==> src/rtl/clock_monitor_if.sv <==
// clock_monitor_if: measurement and status results of the clock monitor
interface clock_monitor_if #(parameter int W = 16);
  logic [W-1:0] HIGH_CNT, LOW_CNT;
  logic [W:0] PERIOD;
  logic VLD, ERR, LOCK, STALL;
  logic [31:0] NCYC;
  modport master(output HIGH_CNT, LOW_CNT, PERIOD, VLD, ERR, LOCK, STALL, NCYC);
  modport slave(input HIGH_CNT, LOW_CNT, PERIOD, VLD, ERR, LOCK, STALL, NCYC);
endinterface

==> src/rtl/clock_monitor.sv <==
// clock_monitor: measures high/low/period of an asynchronous clock in CLK cycles and reports error, lock and stall
module clock_monitor #(
  parameter int W = 16,
  parameter int SYNC = 2,
  parameter int EXP_HIGH = 5,
  parameter int EXP_LOW = 5,
  parameter int TOL = 1,
  parameter int LOCK_CNT = 4,
  parameter int TIMEOUT = 1000
) (
  input logic CLK,
  input logic RST,
  input logic EN,
  input logic MON_CLK,
  clock_monitor_if.master mon
);
  typedef enum logic [1:0] {IDLE, HIGH, LOW} state_t;
  localparam int GW = $clog2(LOCK_CNT + 1);
  localparam int IW = $clog2(TIMEOUT + 1);
  state_t state, state_n;
  logic [SYNC-1:0] sync;
  logic s, s_d, rise, fall, load, bad, hit;
  logic [W-1:0] hcnt, lcnt, hcnt_n, lcnt_n;
  logic [W:0] h, l;
  logic [GW-1:0] good, good_n;
  logic [IW-1:0] idle;
  assign s = sync[SYNC-1];
  assign rise = s & ~s_d;
  assign fall = ~s & s_d;
  assign h = {1'b0, hcnt};
  assign l = {1'b0, lcnt};
  assign load = EN && state == LOW && rise;
  assign hit = EN && !rise && !fall && idle == IW'(TIMEOUT - 1);
  assign bad = h > (W+1)'(EXP_HIGH + TOL) || h + (W+1)'(TOL) < (W+1)'(EXP_HIGH) ||
               l > (W+1)'(EXP_LOW + TOL) || l + (W+1)'(TOL) < (W+1)'(EXP_LOW);
  assign good_n = (!EN || hit || (load && bad)) ? '0 :
                  (load && good != GW'(LOCK_CNT)) ? good + 1'b1 : good;
  always_comb begin
    state_n = state;
    hcnt_n = hcnt;
    lcnt_n = lcnt;
    if (!EN) begin
      state_n = IDLE;
      hcnt_n = '0;
      lcnt_n = '0;
    end else if (hit) state_n = IDLE;
    else
      case (state)
        IDLE: if (rise) begin
          state_n = HIGH;
          hcnt_n = W'(1);
        end
        HIGH: if (fall) begin
          state_n = LOW;
          lcnt_n = W'(1);
        end else hcnt_n = hcnt + W'(hcnt != '1);
        LOW: if (rise) begin
          state_n = HIGH;
          hcnt_n = W'(1);
        end else lcnt_n = lcnt + W'(lcnt != '1);
        default: state_n = IDLE;
      endcase
  end
  always_ff @(posedge CLK or negedge RST)
    if (!RST) begin
      sync <= '0;
      s_d <= 1'b0;
      state <= IDLE;
      hcnt <= '0;
      lcnt <= '0;
      good <= '0;
      idle <= '0;
      mon.HIGH_CNT <= '0;
      mon.LOW_CNT <= '0;
      mon.PERIOD <= '0;
      mon.VLD <= 1'b0;
      mon.ERR <= 1'b0;
      mon.LOCK <= 1'b0;
      mon.STALL <= 1'b0;
      mon.NCYC <= '0;
    end else begin
      sync <= {sync[SYNC-2:0], MON_CLK};
      s_d <= s;
      state <= state_n;
      hcnt <= hcnt_n;
      lcnt <= lcnt_n;
      good <= good_n;
      idle <= (!EN || rise || fall) ? '0 : idle == IW'(TIMEOUT) ? idle : idle + 1'b1;
      mon.VLD <= load;
      mon.ERR <= load && bad;
      mon.LOCK <= good_n == GW'(LOCK_CNT);
      // a rise in the timeout cycle wins, so no stall is flagged then
      mon.STALL <= (!EN || rise) ? 1'b0 : hit ? 1'b1 : mon.STALL;
      if (load) begin
        mon.HIGH_CNT <= hcnt;
        mon.LOW_CNT <= lcnt;
        mon.PERIOD <= h + l;
        mon.NCYC <= mon.NCYC + 1'b1;
      end
    end
endmodule
==> src/flat_wrapper.sv <==
// flat-port wrapper written by rule: the top's interface ports become plain ports
module clock_monitor_flat 
#(
  parameter int W = 16,
  parameter int SYNC = 2,
  parameter int EXP_HIGH = 5,
  parameter int EXP_LOW = 5,
  parameter int TOL = 1,
  parameter int LOCK_CNT = 4,
  parameter int TIMEOUT = 1000
)
  (CLK, RST, EN, MON_CLK, mon_HIGH_CNT, mon_LOW_CNT, mon_PERIOD, mon_VLD, mon_ERR, mon_LOCK, mon_STALL, mon_NCYC);
  clock_monitor_if #(.W(W)) mon_i ();
  input logic CLK;
  input logic RST;
  input logic EN;
  input logic MON_CLK;
  output wire logic [$bits(mon_i.HIGH_CNT)-1:0] mon_HIGH_CNT;
  output wire logic [$bits(mon_i.LOW_CNT)-1:0] mon_LOW_CNT;
  output wire logic [$bits(mon_i.PERIOD)-1:0] mon_PERIOD;
  output wire logic [$bits(mon_i.VLD)-1:0] mon_VLD;
  output wire logic [$bits(mon_i.ERR)-1:0] mon_ERR;
  output wire logic [$bits(mon_i.LOCK)-1:0] mon_LOCK;
  output wire logic [$bits(mon_i.STALL)-1:0] mon_STALL;
  output wire logic [$bits(mon_i.NCYC)-1:0] mon_NCYC;
  assign mon_HIGH_CNT = mon_i.HIGH_CNT;
  assign mon_LOW_CNT = mon_i.LOW_CNT;
  assign mon_PERIOD = mon_i.PERIOD;
  assign mon_VLD = mon_i.VLD;
  assign mon_ERR = mon_i.ERR;
  assign mon_LOCK = mon_i.LOCK;
  assign mon_STALL = mon_i.STALL;
  assign mon_NCYC = mon_i.NCYC;
  clock_monitor #(.W(W), .SYNC(SYNC), .EXP_HIGH(EXP_HIGH), .EXP_LOW(EXP_LOW), .TOL(TOL), .LOCK_CNT(LOCK_CNT), .TIMEOUT(TIMEOUT)) u_core (.CLK(CLK), .RST(RST), .EN(EN), .MON_CLK(MON_CLK), .mon(mon_i));
endmodule
==> config.mk <==
export PLATFORM = sky130hd
export DESIGN_NAME = clock_monitor_flat
export DESIGN_NICKNAME = d
export VERILOG_FILES = /design/src/rtl/clock_monitor_if.sv /design/src/rtl/clock_monitor.sv /design/src/flat_wrapper.sv
export SDC_FILE = /design/constraint.sdc
export NUM_CORES = 1
export LEC_CHECK = 0
export CAP_MARGIN = 20
export CORE_MARGIN = 4
export CORE_UTILIZATION = 55
export CTS_CLUSTER_SIZE = 24
export DETAILED_ROUTE_END_ITERATION = 16
export PLACE_DENSITY_LB_ADDON = 0.15
export SYNTH_ARGS = -nofsm -noshare
export SYNTH_HDL_FRONTEND = slang
export SYNTH_SLANG_ARGS = --single-unit
==> constraint.sdc <==
create_clock -name CLK -period 3.5 [get_ports CLK]
set_clock_uncertainty 0.1 [all_clocks]
set_input_delay 0.35 -clock CLK [delete_from_list [all_inputs] [get_ports CLK]]
set_output_delay 0.35 -clock CLK [all_outputs]
set_load 0.02 [all_outputs]
==> flow_summary_export.csv <==
group,metric,value,unit
run_status,status,"finished with violations",
run_status,violations,"hold timing",
clock_network,root_buffer,"clkbuf_16",
detailed_routing,vias,6181,
synth,ys_ff_latch,135,
global_routing,overflow,0,
timing,worst_slew_pin_slew,0.943,ns
setup_path,cp_slowest_stage_delay,0.64,ns
timing,tns,0,ns
synth,synth.avg_cell_area,9.06,µm²
setup_path,worstPathMaxFanout,14,
timing,holdWs,-0.0243,ns
global_routing,first_global_vias,6178,
setup_path,cp_cell_sequence,"ha_1 -> nand4_1 -> nor2_1 -> nand4_1 -> ha_1 -> ha_1 -> and3_1 -> nand4_1 -> nor2_1 -> xnor2_1 -> nor2_1",
synth,synthDistinctLibCells,67,
clock_network,cts.repair.resized,0,
floorplanning,placeableCoreArea,0.0132,mm²
detailed_routing,first_iter_violations,399,
setup_path,cp-end-kind,"flip-flop",
synth,synthesis.nets,850,
timing,hold_viol_final,46,
finish,mostFrequentLayoutCell,"nand2_1",
finish,instances_no_fill,1075,
synth,ys_top_cells_by_area,"dfrtp_1, nand2_1, xnor2_1, ha_1, o21ai_0",
synth,postSynth.asyncResetShare,100,%
worst_hold_path,min_path_type,"in2async",
detailed_routing,drcViolationCount,0,
global_routing,grt_max_degree,75,
detailed_routing,routed_wl,17400,µm
detailed_routing,wl_per_cell,16.2,µm
clock_network,cts_hold_repair.buffers,0,
power,p_leak,3.97,nW
synth,synth_top_area_share,45.7,%
finish,synthToLayoutAreaGrowth,21.7,%
run,cap_violations,0,
placement,port_buffers,88,
timing,min_period_over_period,83.7,%
synth,synth_edf_count,0,
detailed_routing,viasPerCell,5.75,
power,power,3.69,mW
clock_network,worstSkewPairLatency,0.43,ns
floorplanning,die_area,0.0154,mm²
synth,seq_area_frac_synth,45.7,%
setup_path,path_buf_inv,0,
power,peakVddDrop,0.521,mV
floorplanning,die_h,124,µm
clock_network,cts_sinks,135,
finish,mostFrequentLayoutCells,"nand2_1, dfrtp_1, clkdlybuf4s50_1",
floorplanning,die_w,124,µm
global_routing,grt_antenna_before_repair,0,
setup_path,cp.arrival,3.11,ns
synth,yosys.area.top_type,"dfrtp_1",
setup_path,criticalPathCategory,"reg2reg",
detailed_routing,dr.pass1.iters,6,
detailed_routing,postRouteAntennaNets,0,
synth,yosys_warnings,0,
timing,post-route-min-period,2.93,ns
setup_path,cp.depth,11,
timing,final-max-slew-violation-count,0,
clock_network,clk_pin_slew,0.06,ns
global_routing,track_usage,24.5,%
global_routing,grt_first_pass_wirelength,29600,µm
clock_network,postCtsSetupRepairBufs,0,
placement,place_inst,1043,
setup_path,cp_top_family,"simple AND/OR/NAND/NOR gates",
timing,relSlewSlack,37.2,%
floorplanning,ios,89,
placement,gpl.final_weighted_congestion,0.928,
setup_path,crit_path_start_kind,"flip-flop",
timing,rsz0062_at_grt,"no",
synth,syn_area,0.00739,mm²
clock_network,cts_tree,"yes",
floorplanning,start_util,56.1,%
finish,drive_above_1_share,6.79,%
finish,fin_nets,920,
placement,dp_hpwl,12200,µm
setup_path,cp.required,3.68,ns
clock_network,numCtsBuffers,17,
clock_network,htreeDepth,4,
finish,antenna_cells,0,
finish,n_fill_cell,1077,
synth,synthCells,816,
timing,setup_viol,0,
synth,yosys_most_used_dff,"dfrtp_1",
power,power.density,410,mW/mm²
setup_path,reg2reg_depth,11,
setup_path,cp_slowest_cell,"dfrtp_1",
timing,timing.fmax,0.341,GHz
clock_network,clockBufferDepth,2,
floorplanning,fp-row-count,42,
-- registers in the layout (all words and copies together) (netlist names), 3 cells and up --
| signal | count |
|---|---|
| u_core.mon.NCYC | 32 |
| u_core.mon.PERIOD | 17 |
| u_core.hcnt | 16 |
| u_core.lcnt | 16 |
| u_core.mon.HIGH_CNT | 16 |
| u_core.mon.LOW_CNT | 16 |
| u_core.idle | 10 |
| u_core.good | 3 |
-- report_power, final --
group	switching (mW)	internal, mW	total, mW
clock	0.683	1.25	1.93
sequential	0.0241	1.58	1.60
combinational	0.103	0.0550	0.158
-- cells by family (layout without fill, tap and decap cells) --
logic type               after synthesis  count (layout)  share of synthesized area (%)
buffers and inverters                 72             155                           4.11
multiplexers                           7               7                          0.964
AND/OR/NAND/NOR                      366             366                           23.9
flip-flops                           135             135                           45.7
AO/OA/AOI/OAI                        136             136                           11.8
XOR/XNOR                              70              70                           8.29
adder cells (fa/ha/maj)               30              30                           5.18
-- per-layer routing --
metal | track usage [%] | wire length (µm) | vias up
met4 | 10.2 | 369 | 0
met1 | 30.5 | 7290 | 2993
met5 | 0 | 0 | -
met2 | 41.5 | 8810 | 178
met3 | 5.31 | 931 | 32
li1 | - | - | 2978
-- through the flow --
stage / utilization (%) / hold slack [ns] / setup slack [ns] / cell area [µm²]
6_report: 68.2 / -0.0243 / 0.570 / 9000
5_1_grt: 68.2 / 0.0697 / 0.378 / 9000
2_1_floorplan: - / -0.0456 / 1.01 / 7390
4_1_cts: 68.2 / 0.000665 / 0.618 / 9000
3_3_place_gp: 63.4 / 0.237 / 0.570 / 8360
3_5_place_dp: 63.4 / 0.239 / 0.437 / 8360
-- synthesized netlist by cell type, drive strengths merged (6+ instances only) --
master  number
and4         6
a211oi       7
buf         11
inv         28
a21oi       27
nand3b       6
or3          8
xor2        26
xnor2       44
nand4       22
and3        15
nor4        14
clkbuf      33
dfrtp      135
o21ai       57
mux2i        6
nand3       37
nand2b       8
ha          29
nand2      148
nor2        65
nor3        22
a31oi        6
-- cell type report --
type	instances	area [µm²]	area share, %
clock buffers	21	470	5.23
clock inverters	11	170	1.89
inverters	28	105	1.17
multi-input cells	609	3710	41.2
flip-flops and latches	135	3380	37.5
well taps	176	220	2.45
repair buffers	95	943	10.5
-- final timing paths --
path	startpoint	to	slack, ns
worst min-delay path	RST	u_core.mon.NCYC[25]	-0.02
min in group CLK	u_core.sync[0]	u_core.sync[1]	0.25
worst min register to register	u_core.sync[0]	u_core.sync[1]	0.25
max in group asynchronous	RST	u_core.mon.STALL	2.48
worst max-delay path	u_core.lcnt[1]	u_core.lcnt[14]	0.57
worst max register to register	u_core.lcnt[1]	u_core.lcnt[14]	0.57
Power figures use the tool's default switching activity.
